--- src/rtl/boot_loader.sv ---
// Program-memory boot loader: copies PROG_LEN words from the source ROM into
// the BSRAM with an optional read-back verify, then releases the CPU.
module boot_loader #(
    parameter int ADDR_W    = 11,
    parameter int DATA_W    = 16,
    parameter int PROG_LEN  = 16,
    parameter int VERIFY    = 1,
    parameter int AUTO_BOOT = 1
) (
    input  logic              clk_mem,
    input  logic              rst_n,
    input  logic              start,
    output logic [ADDR_W-1:0] src_addr,
    input  logic [DATA_W-1:0] src_data,
    input  logic [ADDR_W-1:0] cpu_pc,
    output logic              mem_ce,
    output logic              mem_wre,
    output logic [ADDR_W-1:0] mem_ad,
    output logic [DATA_W-1:0] mem_din,
    input  logic [DATA_W-1:0] mem_dout,
    output logic              cpu_rst_n,
    output logic              busy,
    output logic              done,
    output logic              error,
    output logic [ADDR_W-1:0] err_addr
);

    typedef enum logic [2:0] {
        IDLE, LD_RD, LD_WR, VF_RD, VF_CMP, DONE, ERR
    } state_t;

    localparam state_t RST_ST = (AUTO_BOOT != 0) ? LD_RD : IDLE;
    // Last index as an ADDR_W value so a full-depth image never wraps.
    localparam logic [ADDR_W-1:0] LAST = ADDR_W'(PROG_LEN - 1);

    state_t            state, state_nx;
    logic [ADDR_W-1:0] idx, idx_nx;
    logic [ADDR_W-1:0] err_addr_nx;
    logic              cpu_rst_nx, done_nx, error_nx;

    always_ff @(posedge clk_mem or negedge rst_n) begin
        if (!rst_n) begin
            state     <= RST_ST;
            idx       <= '0;
            cpu_rst_n <= 1'b0;
            done      <= 1'b0;
            error     <= 1'b0;
            err_addr  <= '0;
        end else begin
            state     <= state_nx;
            idx       <= idx_nx;
            cpu_rst_n <= cpu_rst_nx;
            done      <= done_nx;
            error     <= error_nx;
            err_addr  <= err_addr_nx;
        end
    end

    assign mem_ce = 1'b1;

    always_comb begin
        state_nx    = state;
        idx_nx      = idx;
        cpu_rst_nx  = cpu_rst_n;
        done_nx     = done;
        error_nx    = error;
        err_addr_nx = err_addr;
        mem_wre     = 1'b0;
        mem_ad      = idx;
        mem_din     = '0;
        src_addr    = idx;
        busy        = 1'b0;
        unique case (state)
            IDLE: begin
                if (start) begin
                    state_nx = LD_RD;
                    idx_nx   = '0;
                end
            end
            LD_RD: begin
                busy     = 1'b1;
                state_nx = LD_WR;
            end
            LD_WR: begin
                busy    = 1'b1;
                mem_wre = 1'b1;
                mem_din = src_data;
                if (idx == LAST) begin
                    idx_nx = '0;
                    if (VERIFY != 0) begin
                        state_nx = VF_RD;
                    end else begin
                        state_nx   = DONE;
                        cpu_rst_nx = 1'b1;
                        done_nx    = 1'b1;
                    end
                end else begin
                    idx_nx   = idx + ADDR_W'(1);
                    state_nx = LD_RD;
                end
            end
            VF_RD: begin
                busy     = 1'b1;
                state_nx = VF_CMP;
            end
            VF_CMP: begin
                busy = 1'b1;
                if (mem_dout != src_data) begin
                    err_addr_nx = idx;
                    error_nx    = 1'b1;
                    state_nx    = ERR;
                end else if (idx == LAST) begin
                    state_nx   = DONE;
                    cpu_rst_nx = 1'b1;
                    done_nx    = 1'b1;
                end else begin
                    idx_nx   = idx + ADDR_W'(1);
                    state_nx = VF_RD;
                end
            end
            DONE, ERR: begin
                mem_ad = cpu_pc;
                // A start here forces a full reload with the CPU held.
                if (start) begin
                    state_nx   = LD_RD;
                    idx_nx     = '0;
                    cpu_rst_nx = 1'b0;
                    done_nx    = 1'b0;
                    error_nx   = 1'b0;
                end
            end
            default: state_nx = RST_ST;
        endcase
    end

endmodule

--- config.mk ---
export PLATFORM = sky130hd
export DESIGN_NAME = boot_loader
export DESIGN_NICKNAME = d
export VERILOG_FILES = /design/src/rtl/boot_loader.sv
export SDC_FILE = /design/constraint.sdc
export NUM_CORES = 1
export LEC_CHECK = 0
export BUFFER_PORTS_ARGS = -buffer_cell sky130_fd_sc_hd__buf_4
export CORE_ASPECT_RATIO = 0.8
export CORE_MARGIN = 3
export CORE_UTILIZATION = 45
export DETAILED_ROUTE_END_ITERATION = 10
export PLACE_DENSITY = 0.81
export REMOVE_ABC_BUFFERS = 1
export SYNTH_ARGS = -nofsm -noshare
export SYNTH_HDL_FRONTEND = slang
export SYNTH_SLANG_ARGS = --single-unit
--- constraint.sdc ---
create_clock -name clk_mem -period 2.5 [get_ports clk_mem]
set_input_delay 0.5 -clock clk_mem [delete_from_list [all_inputs] [get_ports clk_mem]]
set_output_delay 0.5 -clock clk_mem [all_outputs]
set_load 0.02 [all_outputs]
==> impl_table.tex <==
\begin{tabular}{lr}
\hline
Metric & Value \\
\hline
\multicolumn{2}{l}{\textbf{Pwr}} \\
Combinational Power Share & 0.617 \\
VDD IR-drop max & 363.1 uV \\
Sum of internal, switching and leakage power & 2.268 mW \\
Cell Pwr Density & 827.1 mW/mm\^{}2 \\
Internal cell power & 1.296 mW \\
Switching power & 0.9723 mW \\
Share of total power in sequential cells & 0.277 \\
Switching power as a share of total power & 0.4286 \\
LEAKAGE & 1.420 nW \\
Share of total power in the clock network & 0.107 \\
\multicolumn{2}{l}{\textbf{Die}} \\
Number of top-level pins & 101 \\
Number of placement rows & 20 \\
Core footprint & 0.003854 mm\^{}2 \\
Initial core utilization & 0.4763 \\
Die footprint & around 0.005 mm\^{}2 \\
Horizontal die dimension & 77.41 um \\
Die span in y & 63.13 um \\
\multicolumn{2}{l}{\textbf{GRT}} \\
Vias in the first global route & 1711 \\
First-pass GRT wire length & 8038 um \\
Total GRT Usage & 0.2008 \\
Number of antenna violations at the first check in global routing & 0 \\
Pin count of the biggest net entering global routing & 28 \\
GRT Residual Overflow & 0 \\
\multicolumn{2}{l}{\textbf{Routing}} \\
Initial DRT Pass Iterations & 6 \\
Antenna viol nets, final & 0 \\
Residual DRC & 0 \\
Average routed wire per standard cell & 13.85 um \\
Detailed Route WL & about 4900 um \\
Average via count per standard cell & $\sim$5.1 \\
Number of DRC violations after detailed-routing iteration 0 & 82 \\
Detailed-route via count & 1828 \\
\multicolumn{2}{l}{\textbf{Outcome}} \\
Run status & complete, no violations \\
\multicolumn{2}{l}{\textbf{Worst setup path}} \\
CP Cell Sequence & inv\_1, nor2\_1, o21ai\_1, buf\_4, mux2\_2, buf\_4 \\
Worst Path Required & 2000 ps \\
CP Capture Type & output port \\
Slowest stage cell on the critical path & sky130\_fd\_sc\_hd\_\_dfrtp\_1 \\
Crit path kind & reg2out \\
Maximum fanout along the worst path & 12 \\
Type of origin of the critical path & flip-flop \\
Worst path max stage delay & 480 ps \\
Most used cell, CP & sky130\_fd\_sc\_hd\_\_buf\_4 \\
Number of buffer and inverter instances along the worst setup path & 3 \\
Family of cells with the greatest summed delay on the critical path & buffers and inverters \\
Worst EP arrival & roughly 1900 ps \\
\multicolumn{2}{l}{\textbf{Timing}} \\
Worst setup slack after layout & 123.7 ps \\
Crit share post-route & 0.9505 \\
Final Slew Violations & 0 \\
Final hold violation count & 0 \\
Fmax & 420.8 MHz \\
Worst hold margin & 130.3 ps \\
Setup Viol. Count Final & 0 \\
Setup TNS & 0 ps \\
Worst clock skew & 1.609 ps \\
Final min period & between 2000 and 2500 ps \\
\multicolumn{2}{l}{\textbf{Clock tree}} \\
TritonCTS clock tree & yes \\
H-Tree Level Count & 1 \\
Number of buffers added for setup after CTS & 0 \\
Buffers from clock root to sink, at most & 2 \\
Post-CTS clock slew at the launch and capture registers of the worst setup and hold paths & 90 ps \\
Latest clock arrival within the worst-skew pair & 270 ps \\
Num CTS Buffers & 3 \\
Number of hold buffers added after CTS & 0 \\
TritonCTS sink count & 27 \\
Number of gates resized after cts & 0 \\
Root Driver & sky130\_fd\_sc\_hd\_\_clkbuf\_8 \\
\multicolumn{2}{l}{\textbf{Flow run}} \\
Max-cap viol count & 0 \\
\multicolumn{2}{l}{\textbf{Synth}} \\
Synthesis Warnings & 0 \\
Number of cells produced by synthesis & 195 \\
\#FFs+latches synth & 27 \\
Mean Syn Cell Area & 9.413 um\^{}2 \\
Main synth FF type & sky130\_fd\_sc\_hd\_\_dfrtp\_1 \\
Cell area after synthesis & roughly 0.0018 mm\^{}2 \\
Fraction of registers with async set or reset after synthesis & 1.000 \\
Number of distinct library cells after synthesis & 35 \\
Sequential area share after synthesis & 0.3688 \\
EDFF count, synth & 0 \\
\multicolumn{2}{l}{\textbf{Cells and area}} \\
Number of diodes added for antenna fixing & 0 \\
Layout cell share with drive strength beyond 1 & 0.4950 \\
Post-layout nets & roughly 350 \\
Commonest cells after routing, fill and taps aside & 115 x sky130\_fd\_sc\_hd\_\_buf\_4, 26 x sky130\_fd\_sc\_hd\_\_dfrtp\_1, 22 x sky130\_fd\_sc\_hd\_\_mux2\_2 \\
Post-Layout Inst Area & 0.002743 mm\^{}2 \\
Final-layout fill cell count & 351 \\
Most common library cell in the layout ignoring fill and taps & sky130\_fd\_sc\_hd\_\_buf\_4 \\
Area growth from synthesis to layout & 49.42\% \\
\multicolumn{2}{l}{\textbf{Placement}} \\
Count of input and output buffers & 99 \\
Detail Placement HPWL & 3956 um \\
Routability Congestion & between 0.7 and 0.8 \\
Post-placement worst setup slack & 217.1 ps \\
DP Area & 0.002683 mm\^{}2 \\
\multicolumn{2}{l}{\textbf{Worst hold path}} \\
Worst min-delay path class & in2async \\
\hline
\end{tabular}
==> logic make-up (layout without fill, tap and decap cells) <==
kind of cell    Yosys count  in the layout  share of synthesized area
buf+inv                  17            123                    0.04635
simple gates             68             68                     0.2175
compound gates           42             42                     0.1425
xor+xnor                 17             17                    0.08112
fa+ha+maj                 1              1                   0.006816
mux                      22             22                     0.1350
flops                    27             27                     0.3688
other cells               1              1                   0.002043
==> per-layer routing <==
| metal | wire length (um) | GRT usage | share of wire |
|---|---|---|---|
| met1 | 2114 | 0.2672 | 0.43 |
| met2 | 2522 | 0.3416 | 0.51 |
| met3 | 236 | 0.03286 | 0.048 |
| met4 | 58 | 0.04889 | 0.012 |
| met5 | 0 | 0 | 0 |
==> registers in the layout (all words and copies together), names as in the netlist <==
register	flops
done	1
err_addr	11
error	1
src_addr	11
state	3
==> path summary, 6_finish.rpt <==
path / from / endpoint / slack [ps] / depth (start not counted)
worst min register to register: err_addr[3]$_DFFE_PN0P_ / err_addr[3]$_DFFE_PN0P_ / 510 / 1
worst max register to register: src_addr[0]$_DFFE_PN0P_ / src_addr[9]$_DFFE_PN0P_ / 370 / 7
worst max-delay path: state[1]$_DFFE_PN0P_ / mem_ad[7] / 120 / 6
min in group clk_mem: err_addr[3]$_DFFE_PN0P_ / err_addr[3]$_DFFE_PN0P_ / 510 / 1
max in group asynchronous: rst_n / state[0]$_DFFE_PN1P_ / 2070 / 1
worst min-delay path: rst_n / err_addr[3]$_DFFE_PN0P_ / 130 / 1
==> cells in the mapped netlist (all sizes together) (2+ instances only) <==
cell,count,share of area
nor3,2,0.0055
buf,8,0.028
a21oi,10,0.031
nand2,8,0.016
mux2,22,0.13
clkbuf,5,0.010
o21ai,17,0.046
and3,7,0.024
nand2b,5,0.017
nand3,8,0.022
inv,4,0.0082
and2,16,0.055
a31oi,2,0.0068
dfrtp,26,0.35
xor2,16,0.076
nor2,13,0.027
nor4,5,0.035
a21o,2,0.0082
o31ai,8,0.033
==> cell type report <==
class,instances,area [um^2],area share
sequential,27,676.9,0.2468
tap,55,68.82,0.02509
timing repair buffer,115,863.3,0.3148
inverter,4,15.01,0.005474
multi-input combinational,151,1074,0.3914
clock buffer,4,45.04,0.01642
==> power groups by stage <==
| stage | registers (mW) | logic, mW | clock network, mW |
|---|---|---|---|
| CTS | 0.634 | 1.37 | 0.246 |
| detailed placement | 0.643 | 1.37 | 0 |
| floorplan | 0.726 | 0.704 | 0 |
| global placement | 0.639 | 1.35 | 0 |
| global route | 0.644 | 1.52 | 0.267 |
| finish | 0.627 | 1.40 | 0.242 |
==> through the flow <==
stage | instances | util
floorplan | 182 | -
global placement | 350 | 0.6961
detailed placement | 350 | 0.6961
CTS | 354 | 0.7078
global route | 356 | 0.7117
finish | 356 | 0.7117
==> worst register-to-register path, stage by stage (launching register included) <==
cell and delay, ps:
sky130_fd_sc_hd__dfrtp_1 400, sky130_fd_sc_hd__ha_1 250, sky130_fd_sc_hd__and3_1 250, sky130_fd_sc_hd__and3_1 230
sky130_fd_sc_hd__a21oi_2 130, sky130_fd_sc_hd__a21oi_2 70, sky130_fd_sc_hd__or2_1 370, sky130_fd_sc_hd__o41ai_2 340
(Power assumes the default switching activity.)
